## src/rtl/css_mcu0_dmi_sync_pkg.sv

```systemverilog
// Shared constants and helpers for the DMI multi-channel event synchroniser.
// Optional glitch filter is enabled with CSS_MCU0_DMI_SYNC_GLITCH_FILTER_EN.
package css_mcu0_dmi_sync_pkg;

    localparam logic EVT_RISE   = 1'b0;
    localparam logic EVT_TOGGLE = 1'b1;

    localparam int DEF_SYNC_STAGES = 2;
    localparam int DEF_FILT_LEN    = 2;

    // Channel-index width, never narrower than one bit.
    function automatic int ch_idx_w(input int n);
        return (n > 1) ? $clog2(n) : 1;
    endfunction

endpackage

```

## src/rtl/css_mcu0_dmi_evt_sync_chan.sv

```systemverilog
// One event channel: TCK-to-core synchroniser, optional glitch filter, edge detect,
// pending and sticky overrun. Filter built only with CSS_MCU0_DMI_SYNC_GLITCH_FILTER_EN.
module css_mcu0_dmi_evt_sync_chan
    import css_mcu0_dmi_sync_pkg::*;
#(
    parameter int   SYNC_STAGES = DEF_SYNC_STAGES,
    parameter logic EDGE_MODE   = EVT_RISE,
    parameter int   FILT_LEN    = DEF_FILT_LEN
) (
    input  logic clk,
    input  logic rst,
    input  logic async_i,
    input  logic accept_i,
    input  logic clr_i,
    output logic pending_o,
    output logic sticky_o,
    output logic ovr_o
);

    logic [SYNC_STAGES-1:0] sync_q;
    logic                   hist_q;
    logic                   pending_q, pending_d;
    logic                   sticky_q, sticky_d;
    logic                   lvl;
    logic                   det;

    always_ff @(posedge clk) begin
        if (rst) begin
            sync_q <= '0;
        end else begin
            sync_q <= {sync_q[SYNC_STAGES-2:0], async_i};
        end
    end

`ifdef CSS_MCU0_DMI_SYNC_GLITCH_FILTER_EN
    localparam int              FCNT_W   = $clog2(FILT_LEN + 1);
    localparam logic [FCNT_W-1:0] FCNT_LAST = FCNT_W'(FILT_LEN - 1);

    logic              filt_q;
    logic [FCNT_W-1:0] fcnt_q;

    // F follows L only once L has disagreed for FILT_LEN consecutive cycles.
    always_ff @(posedge clk) begin
        if (rst) begin
            filt_q <= 1'b0;
            fcnt_q <= '0;
        end else if (sync_q[SYNC_STAGES-1] == filt_q) begin
            fcnt_q <= '0;
        end else if (fcnt_q == FCNT_LAST) begin
            filt_q <= sync_q[SYNC_STAGES-1];
            fcnt_q <= '0;
        end else begin
            fcnt_q <= fcnt_q + 1'b1;
        end
    end

    assign lvl = filt_q;
`else
    assign lvl = sync_q[SYNC_STAGES-1];
`endif

    assign det = (EDGE_MODE == EVT_TOGGLE) ? (lvl ^ hist_q) : (lvl & ~hist_q);

    // A new edge on a channel accepted this cycle re-arms pending rather than overrunning.
    assign ovr_o     = det & pending_q & ~accept_i;
    assign pending_d = det | (pending_q & ~accept_i);
    assign sticky_d  = (sticky_q & ~clr_i) | ovr_o;

    // NOTE: state updates use non-blocking assignments so every flop samples pre-edge values.
    always_ff @(posedge clk) begin
        if (rst) begin
            hist_q    <= 1'b0;
            pending_q <= 1'b0;
            sticky_q  <= 1'b0;
        end else begin
            hist_q    <= lvl;
            pending_q <= pending_d;
            sticky_q  <= sticky_d;
        end
    end

    assign pending_o = pending_q;
    assign sticky_o  = sticky_q;

endmodule

```

## src/rtl/css_mcu0_dmi_multi_evt_sync.sv

```systemverilog
// N-channel JTAG-to-core event synchroniser with fixed-priority single-issue output.
// Optional per-channel glitch filter: define CSS_MCU0_DMI_SYNC_GLITCH_FILTER_EN.
module css_mcu0_dmi_multi_evt_sync
    import css_mcu0_dmi_sync_pkg::*;
#(
    parameter int                NUM_CH      = 2,
    parameter int                SYNC_STAGES = DEF_SYNC_STAGES,
    parameter logic [NUM_CH-1:0] EDGE_MODE   = '0,
    parameter int                CNT_W       = 8,
    parameter int                FILT_LEN    = DEF_FILT_LEN,
    localparam int               CH_W        = ch_idx_w(NUM_CH)
) (
    input  logic              clk,
    input  logic              rst,
    input  logic [NUM_CH-1:0] async_evt_i,
    output logic              evt_valid_o,
    output logic [CH_W-1:0]   evt_ch_o,
    output logic [NUM_CH-1:0] evt_onehot_o,
    input  logic              evt_ready_i,
    output logic [NUM_CH-1:0] pending_o,
    output logic [NUM_CH-1:0] ovr_sticky_o,
    output logic [CNT_W-1:0]  ovr_cnt_o,
    input  logic              ovr_clr_i
);

    localparam int               SUM_W   = CNT_W + 5;
    localparam logic [CNT_W-1:0] CNT_MAX = {CNT_W{1'b1}};

    logic [NUM_CH-1:0] pending;
    logic [NUM_CH-1:0] ovr;
    logic [NUM_CH-1:0] accept;
    logic [NUM_CH-1:0] sel_oh;
    logic [CH_W-1:0]   sel_idx;
    logic [SUM_W-1:0]  ovr_sum;
    logic [CNT_W-1:0]  cnt_q, cnt_d;

    for (genvar i = 0; i < NUM_CH; i++) begin : g_chan
        css_mcu0_dmi_evt_sync_chan #(
            .SYNC_STAGES (SYNC_STAGES),
            .EDGE_MODE   (EDGE_MODE[i]),
            .FILT_LEN    (FILT_LEN)
        ) u_chan (
            .clk       (clk),
            .rst       (rst),
            .async_i   (async_evt_i[i]),
            .accept_i  (accept[i]),
            .clr_i     (ovr_clr_i),
            .pending_o (pending[i]),
            .sticky_o  (ovr_sticky_o[i]),
            .ovr_o     (ovr[i])
        );
    end

    // NOTE: every always_comb output gets a default first, so no path can infer a latch.
    always_comb begin
        sel_idx = '0;
        sel_oh  = '0;
        // Walk downward so the lowest-index pending channel is the one left selected.
        for (int i = NUM_CH - 1; i >= 0; i--) begin
            if (pending[i]) begin
                sel_idx    = CH_W'(i);
                sel_oh     = '0;
                sel_oh[i]  = 1'b1;
            end
        end
    end

    assign evt_valid_o  = |pending;
    assign evt_ch_o     = sel_idx;
    assign evt_onehot_o = sel_oh;
    assign accept       = sel_oh & {NUM_CH{evt_ready_i}};
    assign pending_o    = pending;

    // Clear takes effect before this cycle's overruns are added.
    always_comb begin
        ovr_sum = ovr_clr_i ? '0 : SUM_W'(cnt_q);
        for (int i = 0; i < NUM_CH; i++) begin
            ovr_sum = ovr_sum + SUM_W'(ovr[i]);
        end
        cnt_d = (ovr_sum > SUM_W'(CNT_MAX)) ? CNT_MAX : ovr_sum[CNT_W-1:0];
    end

    always_ff @(posedge clk) begin
        if (rst) begin
            cnt_q <= '0;
        end else begin
            cnt_q <= cnt_d;
        end
    end

    assign ovr_cnt_o = cnt_q;

endmodule

```

## config.mk

```make
export PLATFORM = sky130hd
export DESIGN_NAME = css_mcu0_dmi_multi_evt_sync
export DESIGN_NICKNAME = d
export VERILOG_FILES = /design/src/rtl/css_mcu0_dmi_sync_pkg.sv /design/src/rtl/css_mcu0_dmi_evt_sync_chan.sv /design/src/rtl/css_mcu0_dmi_multi_evt_sync.sv
export SDC_FILE = /design/constraint.sdc
export NUM_CORES = 1
export LEC_CHECK = 0
export CORE_MARGIN = 5
export CORE_UTILIZATION = 30
export CTS_CLUSTER_SIZE = 24
export DETAILED_ROUTE_END_ITERATION = 7
export PLACE_DENSITY_LB_ADDON = 0.1
export SLEW_MARGIN = 25
export SYNTH_ARGS = -nofsm -noshare
export SYNTH_HDL_FRONTEND = slang
export SYNTH_SLANG_ARGS = --single-unit
```

## constraint.sdc

```tcl
create_clock -name clk -period 2.5 [get_ports clk]
set_input_delay 0.75 -clock clk [delete_from_list [all_inputs] [get_ports clk]]
set_output_delay 0.75 -clock clk [all_outputs]
set_load 0.02 [all_outputs]
```

* Word level (Yosys, flattened, before mapping)
Index checks and enable logic that the tools add are counted.
Storage, ports and cells: bits in registers 18, bits in latches 0, memory bits (writable) 0, ROM bits 0, input bits 6, word-level logic and storage cells 39, memories 0
Operators by class: add/subtract/negate cells 2, multiply operators 0, div/mod/pow operators 0, magnitude comparators 1, equal/unequal tests 0, shift operators 0, multiplexer cells 6, bitwise operators 20, reductions and logical operators 1
Operators by type and width (number):
- $mux 8 | 2
- $add 9x1->10 | 1
- $and 1x1->1 | 10
- $gt 10x8->1 const B | 1
- $add 8x1->9 | 1
- $not 1->1 | 5
- $mux 2 | 2
- $or 1x1->1 | 4
- $and 2x2->2 | 1
- $mux 1 | 2
- $reduce_or 2->1 | 1

* Depth between registers and ports, before layout
Gate-level depths: netlist (run 1).
word-level depth 9, depth in mapped cells 8, gate-level depth less buffers 8

* Cells and area by module
Synthesis (run 1) repeated with hierarchy kept, for this count alone.
Unflattened totals: cells, all modules 81, area total of the unflattened synthesis 858.3 um2
Modules (own cells, without submodules):
- css_mcu0_dmi_multi_evt_sync | times used 1, cells an instance 51, area each 493.0 um2
- css_mcu0_dmi_evt_sync_chan | times used 2, cells an instance 15, area each 182.7 um2

* Least setup slack after synthesis (run 1)
OpenSTA, ideal clock, no wires.
path kind input -> register, start input port evt_ready_i, end register cnt_q[0], in the netlist ovr_cnt_o[0], library setup time 0.071 ns, arrival 2.262 ns, data required time 2.429 ns, path slack 0.167 ns, cell stages on the path 8, path buffers 0, path through nand2b_1 -> or2_1 -> fa_1 -> inv_1 -> ha_1 -> and3_1 -> nand4b_1 -> a21oi_1
Between the ends: word-level cells in the longest chain between the ends 7
Ends and longest elaborated chain:
- from (decl) | line css_mcu0_dmi_multi_evt_sync.sv:19 | input logic evt_ready_i,
- $and 2x2->2 * | line css_mcu0_dmi_multi_evt_sync.sv:71 | assign accept = sel_oh & {NUM_CH{evt_ready_i}};
- $not 1->1 | line css_mcu0_dmi_evt_sync_chan.sv:65 | assign ovr_o = det & pending_q & ~accept_i;
- $and 1x1->1 | line css_mcu0_dmi_evt_sync_chan.sv:65
- $add 8x1->9 | line css_mcu0_dmi_multi_evt_sync.sv:78 | ovr_sum = ovr_sum + SUM_W'(ovr[i]);
- $add 9x1->10 * | line css_mcu0_dmi_multi_evt_sync.sv:78
- $gt 10x8->1 | line css_mcu0_dmi_multi_evt_sync.sv:80 | cnt_d = (ovr_sum > SUM_W'(CNT_MAX)) ? CNT_MAX : ovr_sum[CNT_W-1:0];
- $mux 8 * | line css_mcu0_dmi_multi_evt_sync.sv:80
- to (signal assigned) | line css_mcu0_dmi_multi_evt_sync.sv:87 | cnt_q <= cnt_d;
- to (decl) | line css_mcu0_dmi_multi_evt_sync.sv:35 | logic [CNT_W-1:0] cnt_q, cnt_d;
Mark *: on every way between the ends. The rest lies on a longest branch, timed or not. A chain may end at the register's enable or synchronous reset.

* Worst setup path in the final report (run 1)
start input port evt_ready_i, end register cnt_q[2], in the netlist ovr_cnt_o[2]
The elaborated chain is that of the path after synthesis.

==> results of run 1 <==
worst register-to-register path, delay by kind of cell (launching register included):
family | cells | cell delay (ns)
AOI/OAI and AO/OA | 1 | 0.21
adders and majority gates | 2 | 0.58
buffers and inverters | 1 | 0.06
DFF | 1 | 0.46
and+or+nand+nor | 4 | 0.71
per-layer routing:
layer / global-route usage, % / share of wire, % / vias up
met2: 12.7 / 39 / 20
met1: 11.2 / 47 / 282
li1: - / - / 317
met5: 0 / 0 / -
met4: 7.27 / 3.6 / 0
met3: 3.56 / 9.5 / 5
area by class of cell:
cell class	instances	area (µm²)
clock buffer	4	36.3
inverter	3	11.3
sequential	18	360
tap	30	37.5
timing repair buffer	26	246
multi-input combinational	54	392
fill	259	1420
power breakdown:
group	switching, mW	total, mW	internal (mW)	leakage, nW
sequential	0.00276	0.295	0.292	0.146
combinational	0.0188	0.0422	0.0235	0.227
clock	0.0915	0.180	0.0889	0.0210
total	0.113	0.517	0.404	0.394
worst paths after layout:
check / start / end / slack [ns]
setup / recovery: evt_ready_i / ovr_cnt_o[2]$_SDFF_PP0_ / 0.16
hold / removal: g_chan[1].u_chan.sync_q[0]$_SDFF_PP0_ / g_chan[1].u_chan.sync_q[1]$_SDFF_PP0_ / 0.45
setup reg to reg: g_chan[0].u_chan.pending_o$_SDFF_PP0_ / ovr_cnt_o[2]$_SDFF_PP0_ / 0.43
hold reg to reg: g_chan[1].u_chan.sync_q[0]$_SDFF_PP0_ / g_chan[1].u_chan.sync_q[1]$_SDFF_PP0_ / 0.45
cell usage in the layout (no fill, tap or decap), types with 3 or more instances in the layout:
| master | count |
|---|---|
| sky130_fd_sc_hd__clkdlybuf4s50_1 | 20 |
| sky130_fd_sc_hd__dfxtp_1 | 18 |
| sky130_fd_sc_hd__nor2b_1 | 10 |
| sky130_fd_sc_hd__a21oi_1 | 7 |
| sky130_fd_sc_hd__nand2b_1 | 6 |
| sky130_fd_sc_hd__buf_4 | 5 |
| sky130_fd_sc_hd__nand4b_1 | 4 |
| sky130_fd_sc_hd__inv_1 | 3 |
| sky130_fd_sc_hd__clkbuf_4 | 3 |
state kept, by name (all words and copies together) (netlist names):
name and flops:
g_chan.u_chan.sync_q 4, g_chan.u_chan.sticky_o 2, g_chan.u_chan.hist_q 2, g_chan.u_chan.pending_o 2
ovr_cnt_o 8
repair_timing:
action                                  4_1_cts  5_1_grt
endpoints found under the hold margin         0        0
gates resized for setup                       6        0
endpoints found under the setup margin        5        0
setup buffers                                 0        0
kinds of logic (layout without fill, tap and decap cells):
logic type | after synthesis | in the layout | share of synthesized area [%]
AOI/OAI and AO/OA | 15 | 15 | 11.2
xor gates and xnor gates | 2 | 2 | 2.21
adders and majority gates | 2 | 2 | 4.11
buffers and inverters | 10 | 33 | 7.58
DFF | 18 | 18 | 45.5
muxes | 1 | 1 | 1.26
and+or+nand+nor | 34 | 34 | 28.1
stage by stage:
step / total power [mW] / setup WS, ns / utilization [%] / instances
final: 0.517 / 0.156 / 43.3 / 135
after floorplan: 0.323 / 0.167 / - / 82
after detailed placement: 0.344 / -0.386 / 41.1 / 131
after global placement: 0.343 / -0.391 / 41.1 / 131
after global routing: 0.542 / 0.0346 / 43.3 / 135
after CTS: 0.527 / 0.156 / 43.3 / 135
==> insert_results.sql, run 1 <==
INSERT INTO impl_metrics (metric_group, metric, value, unit) VALUES
('logic_synthesis', 'synthesis.instances', '82', ''),
('global_route', 'grt_first_pass_wirelength', '2.45', 'mm'),
('run', 'cap_violations', '0', ''),
('placement', 'io_buffers', '21', ''),
('clocking', 'clockBufferDepth', '2', ''),
('logic_synthesis', 'synth.cell_area', '792', 'µm²'),
('global_route', 'gr-usage-all-layers', '9.15', '%'),
('logic_synthesis', 'postSynthNetCount', '90', ''),
('logic_synthesis', 'ys_top_cells_by_count', 'sky130_fd_sc_hd__dfxtp_1 (18), sky130_fd_sc_hd__nor2b_1 (10), sky130_fd_sc_hd__a21oi_1 (7), sky130_fd_sc_hd__nand2b_1 (7), sky130_fd_sc_hd__buf_4 (6)', ''),
('setup_path', 'stage_delay_of_the_slowest_cell_on_the_critical_path', '0.36', 'ns'),
('setup_path', 'path_buf_inv', '2', ''),
('setup_path', 'worst_setup_path_end_kind', 'register', ''),
('logic_synthesis', 'top_cells_by_area_synth', 'sky130_fd_sc_hd__dfxtp_1 (45%), sky130_fd_sc_hd__nor2b_1 (7.9%), sky130_fd_sc_hd__buf_4 (5.7%)', ''),
('routing', 'detailedRoute.firstIterationViolations', '10', ''),
('timing', 'period_minus_slack', '2.34', 'ns'),
('logic_synthesis', 'post_synthesis_async_set_or_reset_flop_share', '0', '%'),
('setup_path', 'worstPathCellList', 'dlygate4sd2_1 > nand2b_4 > or2_4 > fa_2 > inv_1 > ha_2 > and3_4 > nand4b_1 > a21oi_1', ''),
('floorplan', 'fp.dieH', '61.4', 'µm'),
('logic_synthesis', 'synth-warning-count', '0', ''),
('global_route', 'grt_pass1_vias', '567', ''),
('floorplan', 'ios', '22', ''),
('clocking', 'clk-insertion-delay-late', '0.30', 'ns'),
('routing', 'routed-via-count', '624', ''),
('timing', 'unrepaired_setup_endpoints_after_global_routing', 'false', ''),
('setup_path', 'worst_case_reg_to_reg_path_depth', '8', ''),
('global_route', 'maximum_number_of_pins_on_one_net_before_global_route_repair', '16', ''),
('finish', 'insertedDiodeCount', '0', ''),
('placement', 'cell_area_after_placement', '1030', 'µm²'),
('power', 'power.leakage', '0.394', 'nW'),
('timing', 'timing.setup.tns', '0', 'ns'),
('timing', 'fin_hold_ws', '0.448', 'ns'),
('timing', 'achievable-frequency', '0.427', 'GHz'),
('logic_synthesis', 'ys_seq_area_share', '45.5', '%'),
('finish', 'final_cell_area', '1080', 'µm²'),
('logic_synthesis', 'synth_top_cell_by_area', 'sky130_fd_sc_hd__dfxtp_1', ''),
('routing', 'drt_pass1_iterations', '4', ''),
('floorplan', 'fp.dieArea', '3770', 'µm²'),
('setup_path', 'path_depth', '9', ''),
('power', 'peakVddDrop', '0.272', 'mV'),
('routing', 'drcViolationCount', '0', ''),
('clocking', 'cts_sinks', '18', ''),
('logic_synthesis', 'share_of_the_synthesized_area_in_the_top_cell_type', '45.5', '%'),
('timing', 'timing.slew.headroom', '75.2', '%'),
('routing', 'routedWlPerCell', '11.3', 'µm'),
('min_path', 'hold_path_class', 'register to register', ''),
('clocking', 'cts_root_buf', 'sky130_fd_sc_hd__clkbuf_4', ''),
('floorplan', 'initial_core_util', '31.7', '%'),
('finish', 'total_nets_final', '114', ''),
('global_route', 'globalRoute.totalOverflow', '0', ''),
('timing', 'fin_worst_skew', '0.0124', 'ns'),
('setup_path', 'critPathKind', 'input port to register', ''),
('logic_synthesis', 'synth_edf_count', '0', ''),
('logic_synthesis', 'postSynthAreaPerCell', '9.66', 'µm²'),
('clocking', 'tritoncts_clock_tree', 'built', ''),
('clocking', 'cts-htree-levels', '1', ''),
('setup_path', 'critical-path-slowest-cell', 'sky130_fd_sc_hd__fa_2', ''),
('clocking', 'cts_made_buffers', '3', ''),
('clocking', 'hold_buffers', '0', ''),
('logic_synthesis', 'yosys.cell_count.top_type', 'sky130_fd_sc_hd__dfxtp_1', ''),
('routing', 'antenna_violating_nets_post_route', '0', ''),
('timing', 'part_of_the_cycle_the_worst_path_needs', '93.7', '%'),
('power', 'power.density', '477', 'nW/µm²'),
('logic_synthesis', 'ys_ff_latch', '18', ''),
('timing', 'actual_transition_at_the_worst_max_transition_pin', '0.371', 'ns'),
('outcome', 'result_of_the_run', 'completed', ''),
('placement', 'gp_congestion', '0.762', ''),
('placement', 'dpl.hpwl', '1.12', 'mm'),
('logic_synthesis', 'synth_top_flop_cell', 'sky130_fd_sc_hd__dfxtp_1', ''),
('setup_path', 'critPathArrivalTime', '2.58', 'ns'),
('floorplan', 'floorplan.rows', '18', ''),
('finish', 'areaGrowthSynthToFinish', '36.8', '%');
No activity file was read; power rests on OpenSTA's default activity.
==> run 2, diff against run 1 <==
CAP_MARGIN = 30   (was not set)
GPL_ROUTABILITY_DRIVEN = 0   (was not set)
==> results of run 2 <==
The final DEF is identical to that of run 1; final timing and power are the same.
==> run 3, diff against run 2 <==
CORE_UTILIZATION = 40   (was 30)
==> run 3 against run 2 <==
  * Register-to-register slack is essentially flat
  * Sequential power is essentially flat
  * Fmax is 1.0% lower
  * Via count up 1.1%
  * Non-clock buffer count unchanged
  * Global-route usage increased by 3.0 points
  * Final cell count down 2.2%
  * Clock skew down 0.0054 ns
  * Sequential cell count stayed put
  * Critical path depth did not move
  * Power fell by 1.1%
  * Die area shrank 21%
  * Critical endpoint is now ovr_cnt_o[5]$_SDFF_PP0_
  * Largest cell class unchanged
  * Largest power group unchanged
==> insert_results.sql, run 3 (synthesis results as in run 1) <==
INSERT INTO impl_metrics (metric_group, metric, value, unit) VALUES
('setup_path', 'critPathKind', 'input port to register', ''),
('global_route', 'maximum_number_of_pins_on_one_net_before_global_route_repair', '16', ''),
('setup_path', 'type_of_element_launching_the_critical_path', 'input port', ''),
('finish', 'areaGrowthSynthToFinish', '36.3', '%'),
('power', 'p_clk_share', '34.1', '%'),
('clocking', 'clockBufferDepth', '2', ''),
('setup_path', 'worst_case_reg_to_reg_path_depth', '8', ''),
('finish', 'layout.cells.most_common_list', 'sky130_fd_sc_hd__clkdlybuf4s50_1 (20), sky130_fd_sc_hd__dfxtp_1 (18), sky130_fd_sc_hd__nor2b_1 (10)', ''),
('routing', 'detailedRoute.firstIterationViolations', '10', ''),
('placement', 'io_buffers', '21', ''),
('floorplan', 'fp.dieArea', '2970', 'µm²'),
('setup_path', 'critical_path.max_fanout', '5', ''),
('timing', 'fin_worst_skew', '0.00700', 'ns'),
('power', 'peakVddDrop', '0.342', 'mV'),
('floorplan', 'fp.dieW', '54.5', 'µm'),
('setup_path', 'worst_setup_path_endpoint', 'ovr_cnt_o[5]$_SDFF_PP0_', ''),
('global_route', 'grt_first_pass_wirelength', '2.54', 'mm'),
('finish', 'fillers', '180', ''),
('power', 'p_total', '0.511', 'mW'),
('floorplan', 'initial_core_util', '41.2', '%'),
('finish', 'insertedDiodeCount', '0', ''),
('timing', 'period_minus_slack', '2.37', 'ns'),
('global_route', 'globalRoute.totalOverflow', '0', ''),
('clocking', 'cts_made_buffers', '3', ''),
('setup_path', 'timing.rr.start', 'g_chan[0].u_chan.pending_o$_SDFF_PP0_', ''),
('setup_path', 'reg2reg_setup_slack', '0.42', 'ns'),
('timing', 'achievable-frequency', '0.422', 'GHz'),
('floorplan', 'fp.dieH', '54.5', 'µm'),
('routing', 'drcViolationCount', '0', ''),
('global_route', 'gr-usage-all-layers', '12.2', '%'),
('timing', 'unrepaired_setup_endpoints_after_global_routing', 'false', ''),
('placement', 'placedCellCount', '128', ''),
('finish', 'drive_above_1_share', '16.2', '%'),
('finish', 'total_nets_final', '114', ''),
('power', 'internal-power', '0.404', 'mW'),
('timing', 'part_of_the_cycle_the_worst_path_needs', '94.7', '%'),
('power', 'power.share.switching', '21.0', '%'),
('floorplan', 'coreArea', '1920', 'µm²'),
('timing', 'actual_transition_at_the_worst_max_transition_pin', '0.347', 'ns'),
('timing', 'final_report_setup_violation_count', '0', ''),
('timing', 'final_number_of_hold_violating_endpoints', '0', ''),
('timing', 'slew_violations', '0', ''),
('routing', 'vias_cell', '4.78', ''),
('global_route', 'grt_pass1_vias', '583', ''),
('setup_path', 'cp-startpoint', 'evt_ready_i', ''),
('run', 'cap_violations', '0', ''),
('routing', 'drt_wl_total', '1.49', 'mm'),
('finish', 'final_cells', '132', ''),
('clocking', 'cts-htree-levels', '1', ''),
('floorplan', 'floorplan.rows', '16', ''),
('power', 'power.leakage', '0.394', 'nW'),
('clocking', 'hold_buffers', '0', ''),
('finish', 'multi_input_comb_area', '392', 'µm²'),
('power', 'power.density', '474', 'nW/µm²'),
('power', 'power.net_switching', '0.107', 'mW'),
('setup_path', 'timing.rr.end', 'ovr_cnt_o[5]$_SDFF_PP0_', ''),
('power', 'power.share.combinational', '8.3', '%'),
('setup_path', 'required', '2.73', 'ns'),
('clocking', 'cts_sinks', '18', ''),
('routing', 'routedWlPerCell', '11.3', 'µm'),
('finish', 'final-seq-area', '360', 'µm²'),
('routing', 'routed-via-count', '631', ''),
('finish', 'largest_register_ffs', '8', ''),
('clocking', 'post_cts_clock_slew_at_the_launch_and_capture_registers_of_the_worst_setup_and_hold_paths', '0.10', 'ns'),
('clocking', 'cts_root_buf', 'sky130_fd_sc_hd__clkbuf_4', ''),
('setup_path', 'worst_setup_path_end_kind', 'register', ''),
('floorplan', 'ios', '22', ''),
('routing', 'antenna_violating_nets_post_route', '0', ''),
('placement', 'dpl.hpwl', '1.11', 'mm'),
('power', 'sequentialPowerShare', '57.6', '%'),
('outcome', 'result_of_the_run', 'completed', ''),
('clocking', 'tritoncts_clock_tree', 'built', ''),
('setup_path', 'critPathArrivalTime', '2.59', 'ns'),
('clocking', 'clk-insertion-delay-late', '0.29', 'ns'),
('finish', 'layout.cells.most_common', 'sky130_fd_sc_hd__clkdlybuf4s50_1', ''),
('timing', 'timing.slew.headroom', '76.8', '%'),
('timing', 'fin_hold_ws', '0.445', 'ns'),
('global_route', 'grt_antenna_before_repair', '0', ''),
('routing', 'drt_pass1_iterations', '4', ''),
('min_path', 'hold_path_class', 'register to register', '');
-- run 3: worst max-delay path, cell delays in order --
cell and delay, ns:
sky130_fd_sc_hd__dlygate4sd2_1 0.24, sky130_fd_sc_hd__nand2b_4 0.14, sky130_fd_sc_hd__or2_4 0.26, sky130_fd_sc_hd__fa_2 0.36, sky130_fd_sc_hd__inv_1 0.07, sky130_fd_sc_hd__ha_2 0.16
sky130_fd_sc_hd__and3_4 0.19, sky130_fd_sc_hd__nand4b_1 0.21, sky130_fd_sc_hd__a31oi_1 0.21
-- run 3: area by class of cell --
class	instances	share of cell area, %
Clock buffer	4	3.36
Sequential cell	18	33.4
Inverter	3	1.04
Tap cell	27	3.13
Timing Repair Buffer	26	22.8
Multi-Input combinational cell	54	36.3
-- run 3: through the flow --
| stage | setup slack [ns] | util [%] | TNS, ns | instance area [µm²] |
|---|---|---|---|---|
| after floorplan | 0.167 | - | 0 | 792 |
| after global placement | -0.353 | 53.3 | -2.37 | 1020 |
| after detailed placement | -0.386 | 53.3 | -2.65 | 1020 |
| after CTS | 0.125 | 56.2 | 0 | 1080 |
| after global routing | 0.0357 | 56.2 | 0 | 1080 |
| final | 0.132 | 56.2 | 0 | 1080 |
-- run 3: power groups by stage --
stage | Combinational (mW) | Clock [mW] | Sequential (mW)
final | 0.0425 | 0.174 | 0.295
after global routing | 0.0459 | 0.197 | 0.295
after CTS | 0.0431 | 0.183 | 0.295
after detailed placement | 0.0425 | 0 | 0.301
after global placement | 0.0419 | 0 | 0.301
after floorplan | 0.0222 | 0 | 0.301
-- run 3: worst min-delay path by stage --
stage / start / end / slack (ns) / cells past startpoint
floorplan: g_chan[0].u_chan.sync_q[0]$_SDFF_PP0_ / g_chan[0].u_chan.sync_q[1]$_SDFF_PP0_ / 0.41 / 1
global placement: g_chan[1].u_chan.sync_q[0]$_SDFF_PP0_ / g_chan[1].u_chan.sync_q[1]$_SDFF_PP0_ / 0.42 / 1
detailed placement: g_chan[0].u_chan.sync_q[0]$_SDFF_PP0_ / g_chan[0].u_chan.sync_q[1]$_SDFF_PP0_ / 0.43 / 1
CTS: g_chan[0].u_chan.sync_q[0]$_SDFF_PP0_ / g_chan[0].u_chan.sync_q[1]$_SDFF_PP0_ / 0.45 / 1
global route: g_chan[1].u_chan.sync_q[0]$_SDFF_PP0_ / g_chan[1].u_chan.sync_q[1]$_SDFF_PP0_ / 0.47 / 1
finish: g_chan[0].u_chan.sync_q[0]$_SDFF_PP0_ / g_chan[0].u_chan.sync_q[1]$_SDFF_PP0_ / 0.44 / 1
-- run 3: routing by layer --
layer,share of wire (%),global-route usage [%],routed length (µm),vias to the layer above
met4,1.3,4.98,20,0
met3,8.0,5.18,119,2
li1,-,-,-,322
met1,51,15.8,759,282
met5,0,0,0,-
met2,40,17.5,592,25
-- run 3: what timing repair did --
action,CTS,global route
resized for setup,6,0
setup buffers,0,0
setup endpoints to repair,5,0
